--- src/rtl/mul_share_arb.sv ---
// Round-robin arbiter sharing one pipelined 32x32 multiplier among NREQ requesters.
// A tag pipe matched to the multiplier latency routes each product back to its issuer.
module mul_share_arb #(
  parameter int unsigned NREQ = 4,
  parameter int unsigned LAT  = 2
) (
  input  logic               clock,
  input  logic               reset,
  input  logic [NREQ-1:0]    req_valid,
  output logic [NREQ-1:0]    req_ready,
  input  logic [NREQ*32-1:0] req_a,
  input  logic [NREQ*32-1:0] req_b,
  output logic [31:0]        mul_a,
  output logic [31:0]        mul_b,
  input  logic [63:0]        mul_p,
  output logic [NREQ-1:0]    rsp_valid,
  output logic [63:0]        rsp_p,
  output logic               busy
);

  localparam int unsigned IdxW = (NREQ > 1) ? $clog2(NREQ) : 1;

  logic [IdxW-1:0]          ptr_q, ptr_d;
  logic [31:0]              mul_a_q, mul_b_q;
  logic [LAT:0]             tag_vld_q;
  logic [LAT:0][IdxW-1:0]   tag_idx_q;

  logic                     grant_found;
  logic [IdxW-1:0]          grant_idx;
  logic [IdxW:0]            scan_sum;
  logic [IdxW-1:0]          scan_idx;
  logic                     xfer;

  // Scan ptr, ptr+1, ... modulo NREQ; first valid requester wins.
  always_comb begin
    grant_found = 1'b0;
    grant_idx   = '0;
    scan_sum    = '0;
    scan_idx    = '0;
    for (int unsigned k = 0; k < NREQ; k++) begin
      scan_sum = {1'b0, ptr_q} + (IdxW+1)'(k);
      if (scan_sum >= (IdxW+1)'(NREQ)) begin
        scan_sum = scan_sum - (IdxW+1)'(NREQ);
      end
      scan_idx = scan_sum[IdxW-1:0];
      if (!grant_found && req_valid[scan_idx]) begin
        grant_found = 1'b1;
        grant_idx   = scan_idx;
      end
    end
  end

  assign xfer = grant_found & ~reset;

  always_comb begin
    req_ready = '0;
    if (xfer) begin
      req_ready[grant_idx] = 1'b1;
    end
  end

  always_comb begin
    ptr_d = ptr_q;
    if (xfer) begin
      ptr_d = (grant_idx == IdxW'(NREQ - 1)) ? '0 : grant_idx + 1'b1;
    end
  end

  always_ff @(posedge clock) begin
    if (reset) begin
      ptr_q     <= '0;
      mul_a_q   <= '0;
      mul_b_q   <= '0;
      tag_vld_q <= '0;
      tag_idx_q <= '0;
    end else begin
      ptr_q     <= ptr_d;
      tag_vld_q <= {tag_vld_q[LAT-1:0], xfer};
      tag_idx_q <= {tag_idx_q[LAT-1:0], grant_idx};
      if (xfer) begin
        mul_a_q <= req_a[32*grant_idx +: 32];
        mul_b_q <= req_b[32*grant_idx +: 32];
      end
    end
  end

  assign mul_a = mul_a_q;
  assign mul_b = mul_b_q;
  assign rsp_p = mul_p;

  // Gated during reset so products of discarded operations never surface.
  always_comb begin
    rsp_valid = '0;
    if (tag_vld_q[LAT] && !reset) begin
      rsp_valid[tag_idx_q[LAT]] = 1'b1;
    end
  end

  assign busy = (|req_valid) | (|tag_vld_q);

endmodule
--- config.mk ---
export PLATFORM = sky130hd
export DESIGN_NAME = mul_share_arb
export DESIGN_NICKNAME = d
export VERILOG_FILES = /design/src/rtl/mul_share_arb.sv
export SDC_FILE = /design/constraint.sdc
export NUM_CORES = 1
export LEC_CHECK = 0
export ABC_AREA = 1
export CAP_MARGIN = 15
export CORE_AREA = 2 2 181 183
export DETAILED_ROUTE_END_ITERATION = 8
export DIE_AREA = 0 0 183 185
export SYNTH_ARGS = -nofsm -noshare
export SYNTH_HDL_FRONTEND = slang
export SYNTH_SLANG_ARGS = --single-unit
--- constraint.sdc ---
create_clock -name clock -period 5.9 [get_ports clock]
set_clock_uncertainty 0.15 [all_clocks]
set_input_delay 1.18 -clock clock [delete_from_list [all_inputs] [get_ports clock]]
set_output_delay 1.18 -clock clock [all_outputs]
set_load 0.01 [all_outputs]
-- Word-level counts from Yosys, hierarchy flattened
Index checks and enable logic that the tools add are counted.
- memories kept: 0
- input port bits: 326
- RAM bits: 0
- bits in latches: 0
- bits in registers: 75
- ROM bits: 0
- output and inout bits: 137
- logic and storage cells: 72
- shift operators: 2
- $add $sub $neg: 8
- div/mod/pow operators: 0
- reductions and logical operators: 12
- magnitude comparators: 12
- equal/unequal tests: 1
- multiplexer cells: 27
- multipliers: 0
- bitwise operators: 3
- operators with widths (operator ; count):
    128-bit by 8-bit indexed part select with 32-bit output ; 2
    2-bit by 3-bit < comparator with 1-bit output, second input constant ; 6
    2-bit two-way mux ; 9
    1-bit two-way mux ; 10
    3-bit greater-or-equal comparator, second input constant ; 3
    1-bit binary-select mux with 2-bit select ; 4
    4-bit two-way mux ; 2
    2-bit by 1-bit subtractor with 2-bit output, second input constant ; 4
    2-bit by 2-bit adder with 3-bit output, second input constant ; 2
    1-bit logical AND ; 6
    1-bit demux with 2-bit select ; 2
    2-bit by 1-bit greater-or-equal comparator with 1-bit output, second input constant ; 2
    1-bit logical NOT ; 4
    4-bit OR reduction ; 1
    2-bit by 1-bit adder with 3-bit output, second input constant ; 1
    2-bit by 3-bit greater-or-equal comparator with 1-bit output, second input constant ; 1
    3-bit OR reduction ; 1
    2-bit by 1-bit adder with 2-bit output, second input constant ; 1
    2-bit == test, second input constant ; 1
    1-bit AND ; 1
    1-bit NOT ; 1
    1-bit bitwise OR ; 1

-- Longest topological paths before layout
- depth after elaboration: 19
- depth in mapped cells: 18

-- Worst setup path before layout
Ideal clock, no wire load.
- path type: input to output
- start: in req_valid[2]
- end: out req_ready[3]
- setup slack: 2.037 ns
- data arrival time: 2.533 ns
- stages: 14
- cell sequence: inv_1 -> nand2_1 -> nand2_1 -> nand2_1 -> nand2_1 -> nand2_1 -> nand3_1 -> nand3_1 -> buf_6 -> inv_4 -> buf_2 -> ha_1 -> inv_1 -> nor2_1
- word-level cells in the longest chain between the ends: 17
- elaborated cells between the ends (all ways): 29
- ends and longest elaborated chain (what ; line ; RTL):
    from (decl) ; 9 ; input logic [NREQ-1:0] req_valid,
    1-bit binary-select mux with 2-bit select ; 46 ; if (!grant_found && req_valid[scan_idx]) begin
    1-bit two-way mux (not written as such) ; 46 ;
    1-bit two-way mux ; 46 ;
    1-bit logical NOT ; 46 ;
    1-bit logical AND ; 46 ;
    1-bit two-way mux ; 46 ;
    1-bit logical NOT ; 46 ;
    1-bit logical AND ; 46 ;
    1-bit two-way mux ; 46 ;
    1-bit logical NOT ; 46 ;
    1-bit logical AND ; 46 ;
    2-bit two-way mux ; 46 ;
    2-bit by 3-bit < comparator with 1-bit output (not written as such) or 2-bit by 1-bit greater-or-equal comparator with 1-bit output (tied branches) ; 58 ; req_ready[grant_idx] = 1'b1;
    1-bit logical AND (not written as such) ; 58 ;
    1-bit two-way mux (not written as such) ; 58 ;
    1-bit demux with 2-bit select ; 58 ;
    4-bit two-way mux * ; 57 ; if (xfer) begin
    to (decl) ; 10 ; output logic [NREQ-1:0] req_ready,
Mark *: on every way between the ends. The rest lies on a longest branch, timed or not. The select of a mux whose other input is x is not followed.

-- Final worst setup path
- start: in req_valid[3]
- end: out req_ready[3]
The elaborated chain is that of the path after synthesis.

==> impl_metrics.json <==
{
  "final_design_area_no_fill_sq_um": 9500,
  "floorplan.core_area_sq_um": 32000,
  "globalplace.congestion": 0.883,
  "cts.reportedPaths.clkPinSlew_ns": 0.08,
  "insertion_delay_ns": 0.35,
  "worst-setup-path-type": "primary input to primary output",
  "power.density_cell_area_nw_per_um2": 437,
  "hold_viol_final": 0,
  "postSynthNetCount": 1441,
  "worst-path-buf-inv": 5,
  "cts_sinks": 75,
  "postSynthRegisterBits": 75,
  "kind_of_launch_point_of_the_worst_setup_path": "primary input",
  "h-tree-depth": 3,
  "post_synth_inst_count": 1114,
  "worst_path_dominant_cell_family": "buffers and inverters",
  "slew_viol_final": 0,
  "total_die_area_sq_um": 33900,
  "routed_wirelength_um": 29800,
  "timing.critical_path.required_ns": 4.57,
  "io_pins": 463,
  "timing.final.crit_period_ns": 4.96,
  "die_h_um": 185,
  "dr.pass1.iters": 5,
  "setup.worst_path.end_class": "primary output",
  "tritoncts": "yes",
  "synth.distinct_cells": 22,
  "cpMaxStageDelayCell": "clkdlybuf4s50_1",
  "ir_worst_vdd_uv": 209,
  "grt_pass1_vias": 7618,
  "synthesis.area_per_instance_sq_um": 5.45,
  "final-setup-viol-count": 0,
  "cts_root_buf": "clkbuf_16",
  "grt_antenna_before_repair": 6,
  "drive_gt1_frac": 0.0344,
  "yosys_warnings": 0,
  "timing.critical_path.arrival_ns": 3.63,
  "maxSlewHeadroom": 0.415,
  "hp-class": "register to register",
  "drc_violation_count_after_routing": 0,
  "initial_core_util": 0.189,
  "groute.usage.overall": 0.172,
  "fraction_of_the_cycle_the_final_worst_path_needs": 0.841,
  "num_vias": 7762,
  "crit_path_frequent_cell": "nand2_1",
  "rows": 66,
  "cts-buffers-inserted": 9,
  "worstPathMaxFanout": 28,
  "mappedNetlistArea_sq_um": 6070,
  "die_width_um": 183,
  "remaining_number_of_nets_flagged_by_the_antenna_check_after_routing": 0,
  "syn2layout_area_growth_pct": 56.7,
  "dr.first_iter.drc_count": 361,
  "hold_buffers": 0,
  "post_drt_wl_per_cell_um": 17.1,
  "cts_buffer_depth": 2,
  "postCtsSetupBuffers": 0,
  "first_pass_grt_wire_length_um": 44100,
  "grt.overflow.total": 0,
  "finalNetCount": 1658,
  "rsz0062_at_grt": "no",
  "setup_total_neg_slack_ns": 0,
  "viasPerCell": 4.44,
  "grt_max_degree": 63,
  "drv_cap": 0,
  "buffer_ports.inserted": 334,
  "biggest_cell_delay_along_the_critical_path_ns": 0.57,
  "critical_path.cell_chain": "clkdlybuf4s50_1 > inv_1 > nand2_1 > nand2_1 > nand2_1 > nand2_1 > nand2_1 > nand2_1 > nand2_4 > nand3_4 > inv_4 > ha_1 > inv_1 > nor2_1 > clkdlybuf4s50_1",
  "post_dp_cell_area_sq_um": 9210,
  "post_cts.resized_instances": 0,
  "dpl_hpwl_um": 23000,
  "sequential_area_share_after_synthesis": 0.248,
  "max_freq_mhz": 202,
  "outcome": "complete, no violations",
  "actual_slew_at_the_worst_max_slew_pin_ns": 0.875,
  "lkg_pwr_nw": 4.46
}
==> flip-flops by register name (all words and copies together), names as in the netlist <==
register and cells:
mul_a 32, ptr_q 2, mul_b 32, tag_vld_q 3
tag_idx_q 6
==> metal layers <==
layer,wire [um],GRT usage,vias to the layer above
met5,46,0,-
met2,14300,0.306,384
met4,1060,0.0691,8
met3,2880,0.0596,43
met1,11600,0.185,3470
li1,-,-,3857
==> worst register-to-register path, cell delays in order, from the launching register on <==
cell and delay [ns]:
dfxtp_1 0.59, inv_2 0.17, nand2_1 0.10, nand2_1 0.09
nand2_1 0.07, nand2_1 0.07, nand2_1 0.14, nand3_4 0.09
nand3_4 0.13, buf_4 0.52, buf_4 0.61, nand2_1 0.19
nand2_1 0.11, nand2_1 0.06, nor2_1 0.12, nor2_1 0.05
nor2_1 0.07
==> cell families after synthesis <==
logic type | share of synthesized area
AND/OR/NAND/NOR | 0.574
AO/OA/AOI/OAI | 0.0153
flip-flops | 0.248
buffers and inverters | 0.161
adder cells (fa/ha/maj) | 0.00206
==> cells in the mapped netlist <==
| master | instances | area [sq um] |
|---|---|---|
| nand3_1 | 16 | 80.1 |
| dfxtp_1 | 75 | 1500 |
| inv_4 | 1 | 6.26 |
| nand3b_1 | 1 | 7.51 |
| inv_1 | 19 | 71.3 |
| ha_1 | 1 | 12.5 |
| o21ai_0 | 2 | 10.0 |
| buf_2 | 42 | 210 |
| a21boi_1 | 1 | 7.51 |
| nand2_1 | 571 | 2140 |
| buf_1 | 5 | 18.8 |
| clkbuf_1 | 28 | 105 |
| a21oi_1 | 14 | 70.1 |
| nand4_1 | 93 | 582 |
| buf_6 | 4 | 45.0 |
| inv_2 | 3 | 11.3 |
| buf_4 | 66 | 495 |
| o21ai_1 | 1 | 5.00 |
| nor2_1 | 161 | 604 |
| nor3_1 | 6 | 30.0 |
| buf_8 | 1 | 15.0 |
| nor2_4 | 3 | 33.8 |
==> power breakdown <==
group | switching [W] | internal (W)
Sequential | 0.000105 | 0.000691
Clock | 0.000279 | 0.000297
Combinational | 0.00173 | 0.00105
==> metrics by stage <==
stage          total power [W]  utilization  worst slack (ns)  cells  hold slack (ns)
6_report               0.00415        0.297             0.938   1747            0.254
3_3_place_gp           0.00361        0.287             0.965   1728            0.244
3_5_place_dp           0.00362        0.287             0.946   1728            0.246
4_1_cts                0.00422        0.296             0.932   1744            0.257
2_1_floorplan          0.00259            -              2.04   1114            0.238
5_1_grt                0.00457        0.296             0.687   1745            0.278
==> area by class of cell <==
cell class / count / area (sq um)
Fill cell: 3588 / 22500
Multi-Input combinational cell: 870 / 3620
Timing Repair Buffer: 352 / 3490
Sequential cell: 75 / 1500
Tap cell: 408 / 510
Clock buffer: 9 / 225
Inverter: 23 / 90.1
Clock inverter: 7 / 63.8
Antenna cell: 3 / 7.51
==> final timing paths <==
path                                    from  cells after the start           end  slack, ns
worst max-delay path            req_valid[3]                     15  req_ready[3]       0.94
worst min-delay path            tag_idx_q[2]                      2  tag_idx_q[4]       0.25
worst max register to register      ptr_q[0]                     16      mul_b[3]       2.51
worst min register to register  tag_idx_q[2]                      2  tag_idx_q[4]       0.25
==> layout by cell type, fill, tap and decap left out, types with 2 or more instances in the layout <==
| cell type | instances |
|---|---|
| a21oi_1 | 14 |
| inv_1 | 18 |
| diode_2 | 3 |
| nor2_4 | 3 |
| buf_4 | 17 |
| clkinv_4 | 2 |
| nand3_4 | 2 |
| clkbuf_16 | 9 |
| nand2_1 | 570 |
| nor2_1 | 161 |
| o21ai_0 | 2 |
| clkdlybuf4s50_1 | 333 |
| inv_6 | 4 |
| inv_2 | 3 |
| nand3_1 | 14 |
| dfxtp_1 | 75 |
| nor3_1 | 6 |
| nand4_1 | 93 |
(Power assumes the default switching activity.)
